[config.mk]
export PLATFORM = sky130hd
export DESIGN_NAME = aer_spike_receiver
export DESIGN_NICKNAME = d
export VERILOG_FILES = /design/src/rtl/aer_spike_receiver.sv
export SDC_FILE = /design/constraint.sdc
export NUM_CORES = 1
export LEC_CHECK = 0
export ABC_AREA = 1
export BUFFER_PORTS_ARGS = -buffer_cell sky130_fd_sc_hd__clkbuf_2
export CORE_MARGIN = 10
export CORE_UTILIZATION = 40
export CTS_CLUSTER_DIAMETER = 120
export DETAILED_ROUTE_END_ITERATION = 8
export GPL_TIMING_DRIVEN = 1
export PLACE_DENSITY = 0.55
export SETUP_SLACK_MARGIN = 0.05
export SLEW_MARGIN = 20
export SYNTH_ARGS = -nofsm -noshare
export SYNTH_HDL_FRONTEND = slang
export SYNTH_SLANG_ARGS = --single-unit
[constraint.sdc]
create_clock -name clk -period 8.9 [get_ports clk]
set_input_delay 1.78 -clock clk [delete_from_list [all_inputs] [get_ports clk]]
set_output_delay 1.78 -clock clk [all_outputs]
set_load 0.05 [all_outputs]
[src/rtl/aer_spike_receiver.sv]
`default_nettype none
// ============================================================================
// Module      : aer_spike_receiver
// Description : 4-phase AER event receiver feeding a small show-ahead event
//               buffer. Events are drained one per cycle into a saturating
//               8-bit synaptic current with optional exponential-style decay.
// Options     : define AER_REQ_SYNC_EN to pass aer_req through a 2-flop
//               synchronizer (asynchronous spike source).
// Revision    : 1.0 - initial release
// ============================================================================
module aer_spike_receiver #(
  parameter int FIFO_DEPTH = 4,
  parameter int TAU_SHIFT  = 3,
  parameter int W_SHIFT    = 2
) (
  input  logic       clk,
  input  logic       rst,
  input  logic       aer_req,
  input  logic [3:0] aer_w,
  input  logic       aer_pol,
  input  logic       decay_tick,
  output logic       aer_ack,
  output logic [7:0] i_syn,
  output logic       fifo_full,
  output logic       sat_flag
);

  localparam int PTR_W = $clog2(FIFO_DEPTH);
  localparam int CNT_W = $clog2(FIFO_DEPTH + 1);

  localparam logic [0:0] IDLE = 1'b0;
  localparam logic [0:0] ACK  = 1'b1;

  // --------------------------------------------------------------------------
  // Request input stage
  // --------------------------------------------------------------------------
  logic req_s;

`ifdef AER_REQ_SYNC_EN
  logic [1:0] sync_q;

  // Two-flop synchronizer for a request that may be asynchronous to clk
  always_ff @(posedge clk) begin
    if (rst) sync_q <= 2'b00;
    else     sync_q <= {sync_q[0], aer_req};
  end

  assign req_s = sync_q[1];
`else
  assign req_s = aer_req;
`endif

  // --------------------------------------------------------------------------
  // Handshake FSM
  // --------------------------------------------------------------------------
  logic [0:0] state_q, state_d;
  logic       push;
  logic [CNT_W-1:0] count_q, count_d;

  assign fifo_full = (count_q == CNT_W'(FIFO_DEPTH));

  // State register
  always_ff @(posedge clk) begin
    if (rst) state_q <= IDLE;
    else     state_q <= state_d;
  end

  // Next-state: accept only when the buffer has room, release on req drop
  always_comb begin
    state_d = state_q;
    case (state_q)
      IDLE:    if (req_s && !fifo_full) state_d = ACK;
      ACK:     if (!req_s)              state_d = IDLE;
      default: state_d = IDLE;
    endcase
  end

  // Outputs: push on the accepting edge, ack mirrors the ACK state
  always_comb begin
    push    = (state_q == IDLE) && req_s && !fifo_full;
    aer_ack = (state_q == ACK);
  end

  // --------------------------------------------------------------------------
  // Event buffer (show-ahead, circular)
  // --------------------------------------------------------------------------
  logic [4:0]       mem [FIFO_DEPTH];
  logic [PTR_W-1:0] wr_ptr_q, rd_ptr_q;
  logic             pop;
  logic [4:0]       head;

  assign pop  = (count_q != '0);
  assign head = mem[rd_ptr_q];

  // Event storage; contents are don't-care while unoccupied
  always_ff @(posedge clk) begin
    if (push) mem[wr_ptr_q] <= {aer_pol, aer_w};
  end

  // Occupancy: simultaneous push and pop leaves the count unchanged
  always_comb begin
    count_d = count_q;
    if (push && !pop)      count_d = count_q + CNT_W'(1);
    else if (!push && pop) count_d = count_q - CNT_W'(1);
  end

  // Pointer and occupancy registers; power-of-two depth wraps naturally
  always_ff @(posedge clk) begin
    if (rst) begin
      wr_ptr_q <= '0;
      rd_ptr_q <= '0;
      count_q  <= '0;
    end else begin
      if (push) wr_ptr_q <= wr_ptr_q + PTR_W'(1);
      if (pop)  rd_ptr_q <= rd_ptr_q + PTR_W'(1);
      count_q <= count_d;
    end
  end

  // --------------------------------------------------------------------------
  // Synaptic current datapath
  // --------------------------------------------------------------------------
  logic [7:0] i_syn_q, i_syn_d;
  logic       sat_q, sat_d;
  logic [7:0] dec, t;
  logic [9:0] wt, sum;
  logic       clamp;

  // Decay first, then apply the head event with saturation in 10-bit space
  always_comb begin
    dec     = decay_tick ? (i_syn_q >> TAU_SHIFT) : 8'd0;
    t       = i_syn_q - dec;
    wt      = {6'd0, head[3:0]} << W_SHIFT;
    sum     = {2'b00, t} + wt;
    i_syn_d = t;
    clamp   = 1'b0;
    if (pop) begin
      if (head[4]) begin
        if (sum > 10'd255) begin
          i_syn_d = 8'd255;
          clamp   = 1'b1;
        end else begin
          i_syn_d = sum[7:0];
        end
      end else begin
        if (wt > {2'b00, t}) begin
          i_syn_d = 8'd0;
          clamp   = 1'b1;
        end else begin
          i_syn_d = t - wt[7:0];
        end
      end
    end
    sat_d = sat_q | clamp;
  end

  // Current and sticky saturation registers
  always_ff @(posedge clk) begin
    if (rst) begin
      i_syn_q <= 8'd0;
      sat_q   <= 1'b0;
    end else begin
      i_syn_q <= i_syn_d;
      sat_q   <= sat_d;
    end
  end

  assign i_syn    = i_syn_q;
  assign sat_flag = sat_q;

endmodule
`default_nettype wire

==> results of run 1 <==
## through the flow
stage | hold slack, ns | utilization | setup WS [ns] | cell area, um2
6_report | 0.467 | 0.468 | 4.57 | 2630
5_1_grt | 0.491 | 0.468 | 4.29 | 2630
4_1_cts | 0.468 | 0.468 | 4.55 | 2630
3_5_place_dp | 0.454 | 0.449 | 4.26 | 2520
3_3_place_gp | 0.453 | 0.449 | 4.23 | 2520
2_1_floorplan | 0.436 | - | 4.73 | 2350
## layout by cell type (no fill, tap or decap), drive strengths merged, types with 4 or more instances in the layout
master   n
a21oi   22
clkbuf  25
dfxtp   19
edfxtp  20
ha      19
inv     48
nand2   49
nand3   15
nand4    4
nor2    27
o21ai   21
or2      9
xor2     6
## logic make-up after synthesis
| family | synth area share |
|---|---|
| AOI/OAI and AO/OA | 0.127 |
| DFF | 0.417 |
| buffers and inverters | 0.0824 |
| and+or+nand+nor | 0.221 |
| xor gates and xnor gates | 0.0261 |
| adders and majority gates | 0.127 |
## registers in the layout, indices dropped and copies added, names as in the netlist, named ones only
register and cells:
i_syn 8, sat_flag 1, aer_ack 1, rd_ptr_q 2, count_q 3, wr_ptr_q 2
mem 20
## layer usage
metal,GRT usage,share of wire,up-vias
met5,0,0,-
met4,0.0271,0.010,0
met3,0.0326,0.035,5
met2,0.157,0.47,25
met1,0.133,0.49,818
li1,-,-,966
## worst min-delay path, stage by stage, from the launching register on
cell     delay (ns)
dfxtp_1        0.32
inv_1          0.06
a21oi_1        0.05
## path summary, 6_finish.rpt
check                   from          to  slack, ns  cells past startpoint
setup / recovery  decay_tick    i_syn[7]       4.57                     17
hold / removal    count_q[1]  count_q[1]       0.47                      2
setup reg to reg    i_syn[3]    i_syn[7]       5.76                     16
hold reg to reg   count_q[1]  count_q[1]       0.47                      2
## layout make-up
type,instances,share of cell area
Tap cell,72,0.0343
Clock inverter,2,0.00476
Inverter,47,0.0672
Clock buffer,6,0.0357
Multi-Input combinational cell,189,0.448
Timing Repair Buffer,19,0.0362
Sequential cell,39,0.374
==> flow_metrics.env, run 1 <==
export IMPL_status="complete, no violations"
export IMPL_critPathLaunchType="input pin"
export IMPL_wl_um=4710
export IMPL_fmaxAchievable_mhz=231
export IMPL_synth_most_common_cell="inv_1"
export IMPL_fp_row_count=27
export IMPL_cts_hold_buffers=0
export IMPL_drive_gt1_frac=0.189
export IMPL_clk_pin_slew_ns=0.08
export IMPL_place_gp_congestion=0.804
export IMPL_avgSynthCellArea_um2=8.46
export IMPL_post_cts_buffers=0
export IMPL_critPathMaxStageDelay_ns=0.44
export IMPL_cts_sinks=39
export IMPL_seq_area_um2=981
export IMPL_syn2layout_area_growth_pct=11.6
export IMPL_finalCriticalPeriod_ns=4.33
export IMPL_fin_crit_sh=0.487
export IMPL_cts_tree="built"
export IMPL_synth_seq_cells=39
export IMPL_synth_area_um2=2350
export IMPL_multiInputGateArea_um2=1180
export IMPL_fin_skew_ns=0.00471
export IMPL_path_buf_inv=4
export IMPL_num_vias=1814
export IMPL_nNetsFinal=332
export IMPL_synth_edff_count=20
export IMPL_synthArstFlopShare=0
export IMPL_synth_area_top_cells="edfxtp_1 26%, dfxtp_1 16%, ha_1 10%, inv_1 6.9%, nand2_1 6.7%"
export IMPL_synth_ff_type="edfxtp_1"
export IMPL_tightestPinTransition_ns=0.640
export IMPL_synth_top_cell_area_share=0.255
export IMPL_dieHeight_um=96.7
export IMPL_portBuffers=19
export IMPL_critPathArrivalTime_ns=4.53
export IMPL_synth_top_area_cell="edfxtp_1"
export IMPL_fp_coreArea_um2=5610
export IMPL_critPathMaxFanout=6
export IMPL_root_buffer="clkbuf_8"
export IMPL_cts_resized=0
export IMPL_max_cap_violations=0
export IMPL_clk_path_buf_depth=2
export IMPL_crit_type="in -> reg"
export IMPL_overflow=0
export IMPL_synthTopCellsByCount="43 x inv_1, 42 x nand2_1, 22 x a21oi_1"
export IMPL_grt_pass1_vias=1747
export IMPL_antenna_left=0
export IMPL_drt_iter0_drc=81
export IMPL_hold_viol_final=0
export IMPL_clock_latency_ns=0.29
export IMPL_route_detailed_wl_per_inst_um=12.6
export IMPL_nFillCells=584
export IMPL_worst_path_max_delay_cell="fa_1"
export IMPL_insertedDiodeCount=0
export IMPL_instances_no_fill=374
export IMPL_track_usage=0.102
export IMPL_crit_chain="clkbuf_2 -> nand2_1 -> inv_1 -> ha_1 -> inv_1 -> fa_1 -> a21oi_1 -> xor2_1 -> ha_1 -> o31ai_1 -> nand2_1 -> nand4_1 -> nand2_1 -> nand2_1 -> nand3_1 -> nand2_1 -> inv_1"
export IMPL_antenna_found_initial=0
export IMPL_path_common_cell="nand2_1"
export IMPL_routed_via_density=4.85
export IMPL_endpoint_kind="flop"
export IMPL_slew_headroom=0.572
export IMPL_grt_pass1_wl_um=8200
export IMPL_synth_cells=278
export IMPL_setup_tns_ns=0
export IMPL_synth_cell_types=31
export IMPL_ys_warn_count=0
export IMPL_fp_dieArea_um2=9350
export IMPL_worstHoldPathType="reg -> reg"
export IMPL_crit_family="adder cells"
export IMPL_synth_nets=309
export IMPL_grt_max_degree=17
export IMPL_first_pass_iters=6
export IMPL_die_width_um=96.7
export IMPL_maxSlewViolCount=0
export IMPL_worstPathRequired_ns=9.10
export IMPL_dpl_hpwl_um=3660
export IMPL_htree_levels=2
export IMPL_finalSetupViolations=0
export IMPL_num_io_pins=20
export IMPL_drc=0
export IMPL_place_inst=366
export IMPL_cts_buffers=5
export IMPL_rsz0062_at_grt="false"
export IMPL_yosysSeqAreaShare=0.417
export IMPL_start_util=0.419
Power of run 1 is not shown: default switching activity piles up to over one toggle a cycle in this logic, so the estimate is an artifact.
==> run 2, diff against run 1 <==
Settings changed: PLACE_DENSITY 0.55 to 0.57.
Clock period 8.9 ns to 3.5 ns, I/O delays scaled along.
==> flow_metrics.env, run 2 (synthesis results as in run 1) <==
export IMPL_seq_area_um2=981
export IMPL_final_util=0.479
export IMPL_endpoint_kind="flop"
export IMPL_tightestPinTransition_ns=0.530
export IMPL_grt_util_met3=0.0284
export IMPL_rr_worst_depth=20
export IMPL_r2r_slack_ns=0.42
export IMPL_grt_util_met2=0.165
export IMPL_fmaxAchievable_mhz=313
export IMPL_fp_row_count=27
export IMPL_grt_busiest_layer="met2"
export IMPL_slew_headroom=0.645
export IMPL_hold_viol_final=0
export IMPL_wl_um=4770
export IMPL_status="complete, no violations"
export IMPL_overflow=0
export IMPL_first_pass_iters=6
export IMPL_regMostFlops="mem"
export IMPL_dpl_hpwl_um=3760
export IMPL_hp_start="rd_ptr_q[1]"
export IMPL_cts_tree="built"
export IMPL_clock_latency_ns=0.30
export IMPL_nNetsFinal=339
export IMPL_dieHeight_um=96.7
export IMPL_grt_pass1_wl_um=8130
export IMPL_finalSetupViolations=0
export IMPL_post_cts_buffers=0
export IMPL_nFillCells=551
export IMPL_drt_iter0_drc=93
export IMPL_cts_buffers=5
export IMPL_largest_reg_flops=20
export IMPL_critPathMaxFanout=5
export IMPL_multiInputGateArea_um2=1180
export IMPL_route_detailed_wl_per_inst_um=12.5
export IMPL_cts_hold_buffers=0
export IMPL_place_gp_congestion=0.791
export IMPL_holdPathStages=2
export IMPL_cts_resized=0
export IMPL_cts_sinks=39
export IMPL_critPathArrivalTime_ns=3.39
export IMPL_num_io_pins=20
export IMPL_r2r_start="i_syn[3]"
export IMPL_start_util=0.419
export IMPL_fin_skew_ns=0.00796
export IMPL_drc=0
export IMPL_worstPathRequired_ns=3.70
export IMPL_antenna_left=0
export IMPL_grt_max_degree=17
export IMPL_layout_common_cells="43 x inv_1, 42 x nand2_1, 22 x a21oi_1"
export IMPL_reg2reg_to="i_syn[7]"
export IMPL_insertedDiodeCount=0
export IMPL_worstHoldPathType="reg -> reg"
export IMPL_syn2layout_area_growth_pct=14.1
export IMPL_max_cap_violations=0
export IMPL_drive_gt1_frac=0.207
export IMPL_die_width_um=96.7
export IMPL_num_vias=1826
export IMPL_track_usage=0.101
export IMPL_met1_usage=0.124
export IMPL_finalCriticalPeriod_ns=3.19
export IMPL_root_buffer="clkbuf_8"
export IMPL_routed_via_density=4.79
export IMPL_crit_type="in -> reg"
export IMPL_rsz0062_at_grt="false"
export IMPL_critPathLaunchType="input pin"
export IMPL_final_common_cell="inv_1"
export IMPL_fp_dieArea_um2=9350
export IMPL_clk_path_buf_depth=2
export IMPL_grt_pass1_vias=1783
export IMPL_fp_coreArea_um2=5610
export IMPL_portBuffers=19
export IMPL_fin_crit_sh=0.911
export IMPL_htree_levels=2
export IMPL_clk_pin_slew_ns=0.08
export IMPL_maxSlewViolCount=0
export IMPL_antenna_found_initial=0
[run 2: changes by cell type in the layout (fill, tap and decap cells not counted)]
cell,change
clkbuf_16,-1
bufinv_16,+1
buf_4,+7
[run 2: per-stage QoR]
stage / worst slack, ns / std cells / hold slack (ns) / TNS [ns] / cell area (um2)
after CTS: 0.317 / 381 / 0.466 / 0 / 2680
after detailed placement: -0.00158 / 373 / 0.455 / -0.00158 / 2570
after global routing: 0.0885 / 381 / 0.492 / 0 / 2680
after floorplan: 0.392 / 278 / 0.436 / 0 / 2350
after global placement: 0.0491 / 373 / 0.456 / 0 / 2570
final: 0.310 / 381 / 0.460 / 0 / 2680
[run 2: cell type report]
type,count,share of cell area
tap,72,0.0336
multi-input combinational,189,0.439
inverter,47,0.0657
clock inverter,3,0.0159
timing repair buffer,26,0.0550
clock buffer,5,0.0256
sequential,39,0.366
[run 2: worst max-delay path: stages]
cell and delay (ns):
clkbuf_2 0.12, nand2_1 0.05, inv_1 0.06, ha_1 0.13, inv_1 0.05, fa_1 0.43, xor2_1 0.21, inv_1 0.07
ha_1 0.17, inv_1 0.06, fa_1 0.39, a21oi_1 0.19, nor2_1 0.07, nor2_1 0.11, nand2_2 0.09, nor2_4 0.16
nor2_4 0.07, nand2_1 0.06, nand3_1 0.07, nand2_1 0.07, inv_1 0.04
[run 2: how the worst max path moves through the flow]
stage / end / startpoint
after floorplan: i_syn[5] / i_syn[3]
after global placement: i_syn[4] / decay_tick
after detailed placement: i_syn[7] / decay_tick
after CTS: i_syn[7] / decay_tick
after global routing: i_syn[7] / decay_tick
final: i_syn[7] / decay_tick
[run 2: per-layer routing]
layer  routed length (um)  part of all wire
met5                    0                 0
met4                   68             0.014
met3                  156             0.033
met2                 2300              0.48
met1                 2250              0.47
Power of run 2 is left out for the same reason.
==> run 3, diff against run 2 <==
Settings changed: RECOVER_POWER set to 100.
==> flow_metrics.env, run 3 (synthesis results as in run 1) <==
export IMPL_status="complete, no violations"
export IMPL_maxSlewViolCount=0
export IMPL_clock_latency_ns=0.29
export IMPL_grt_pass1_wl_um=8130
export IMPL_start_util=0.419
export IMPL_fmaxAchievable_mhz=314
export IMPL_grt_pass1_vias=1783
export IMPL_cts_sinks=39
export IMPL_grt_max_degree=17
export IMPL_fp_dieArea_um2=9350
export IMPL_num_io_pins=20
export IMPL_critPathArrivalTime_ns=3.38
export IMPL_multiInputGateArea_um2=1170
export IMPL_largest_reg_flops=20
export IMPL_regMostFlops="mem"
export IMPL_fp_row_count=27
export IMPL_fp_coreArea_um2=5610
export IMPL_endpoint_kind="flop"
export IMPL_drive_gt1_frac=0.149
export IMPL_r2r_slack_ns=0.44
export IMPL_final_common_cell="inv_1"
export IMPL_final_area_um2=2660
export IMPL_critPathLaunchType="input pin"
export IMPL_cts_buffers=5
export IMPL_worstPathRequired_ns=3.70
export IMPL_dpl_hpwl_um=3760
export IMPL_fin_crit_sh=0.909
export IMPL_routed_via_density=4.77
export IMPL_path_common_cell="inv_1"
export IMPL_max_cap_violations=0
export IMPL_rsz0062_at_grt="false"
export IMPL_num_vias=1818
export IMPL_htree_levels=2
export IMPL_crit_type="in -> reg"
export IMPL_insertedDiodeCount=0
export IMPL_clk_pin_slew_ns=0.08
export IMPL_track_usage=0.101
export IMPL_hold_viol_final=0
export IMPL_nFillCells=557
export IMPL_fin_skew_ns=0.00630
export IMPL_route_detailed_wl_per_inst_um=12.6
export IMPL_syn2layout_area_growth_pct=13.0
export IMPL_post_cts_buffers=0
export IMPL_nNetsFinal=339
export IMPL_tightestPinTransition_ns=0.611
export IMPL_dieHeight_um=96.7
export IMPL_drc=0
export IMPL_die_width_um=96.7
export IMPL_antenna_found_initial=0
export IMPL_placed_cell_area_um2=2570
export IMPL_drt_iter0_drc=118
export IMPL_cts_tree="built"
export IMPL_layout_common_cells="44 x inv_1, 42 x nand2_1, 22 x a21oi_1"
export IMPL_finalSetupViolations=0
export IMPL_place_gp_congestion=0.791
export IMPL_critPathMaxStageDelay_ns=0.43
export IMPL_antenna_left=0
export IMPL_wl_um=4790
export IMPL_cts_resized=0
export IMPL_clk_path_buf_depth=2
export IMPL_finalCriticalPeriod_ns=3.18
export IMPL_portBuffers=19
export IMPL_worst_path_max_delay_cell="fa_1"
export IMPL_cts_hold_buffers=0
export IMPL_layout_setup_ws_ns=0.318
export IMPL_first_pass_iters=4
export IMPL_critPathMaxFanout=5
export IMPL_seq_area_um2=981
export IMPL_slew_headroom=0.594
export IMPL_crit_chain="clkbuf_2 -> nand2_1 -> inv_1 -> ha_1 -> inv_1 -> fa_1 -> xor2_1 -> inv_1 -> ha_1 -> inv_1 -> fa_1 -> a21oi_1 -> nor2_1 -> nor2_1 -> nand2_2 -> nor2_4 -> nor2_4 -> nand2_1 -> nand3_1 -> nand2_1 -> inv_1"
export IMPL_worstHoldPathType="reg -> reg"
export IMPL_pre_cts_slack_ns=-0.00158
export IMPL_overflow=0
export IMPL_root_buffer="clkbuf_8"
## run 3: cell count changes in the layout (fill, tap and decap cells not counted)
cell,previous run,this run
nand3_2,4,3
clkbuf_2,19,3
inv_1,43,44
inv_2,4,3
clkbuf_1,0,16
nand3_1,11,12
## run 3: final timing paths
kind | from | cells after the start | endpoint
max | decay_tick | 21 | i_syn[7]
min | rd_ptr_q[1] | 2 | flop
max reg2reg | i_syn[3] | 20 | i_syn[7]
min reg2reg | rd_ptr_q[1] | 2 | flop
## run 3: critical path, delay by kind of cell
family	cells	cell delay, ns
buf+inv	6	0.40
compound gates	1	0.19
simple gates	9	0.74
xor+xnor	1	0.21
fa+ha+maj	4	1.11
## run 3: final cells by class
class                   count  share of cell area
clock buffers               5              0.0259
repair buffers             26              0.0480
well taps                  72              0.0339
inverters                  47              0.0664
multi-input cells         189               0.441
flip-flops and latches     39               0.369
clock inverters             3              0.0160
## run 3: metrics by stage
step	utilization	setup TNS, ns	hold WS [ns]	instances
final	0.474	0	0.461	381
after global routing	0.474	0	0.492	381
after CTS	0.479	0	0.466	381
after detailed placement	0.459	-0.00158	0.455	373
after global placement	0.459	0	0.456	373
after floorplan	-	0	0.436	278
## run 3: routing by layer
layer | vias up | wire (um) | GRT usage
met2 | 15 | 2300 | 0.165
met3 | 5 | 145 | 0.0284
li1 | 979 | - | -
met5 | - | 0 | 0
met1 | 819 | 2300 | 0.124
met4 | 0 | 48 | 0.0349
Power of run 3 is left out for the same reason.
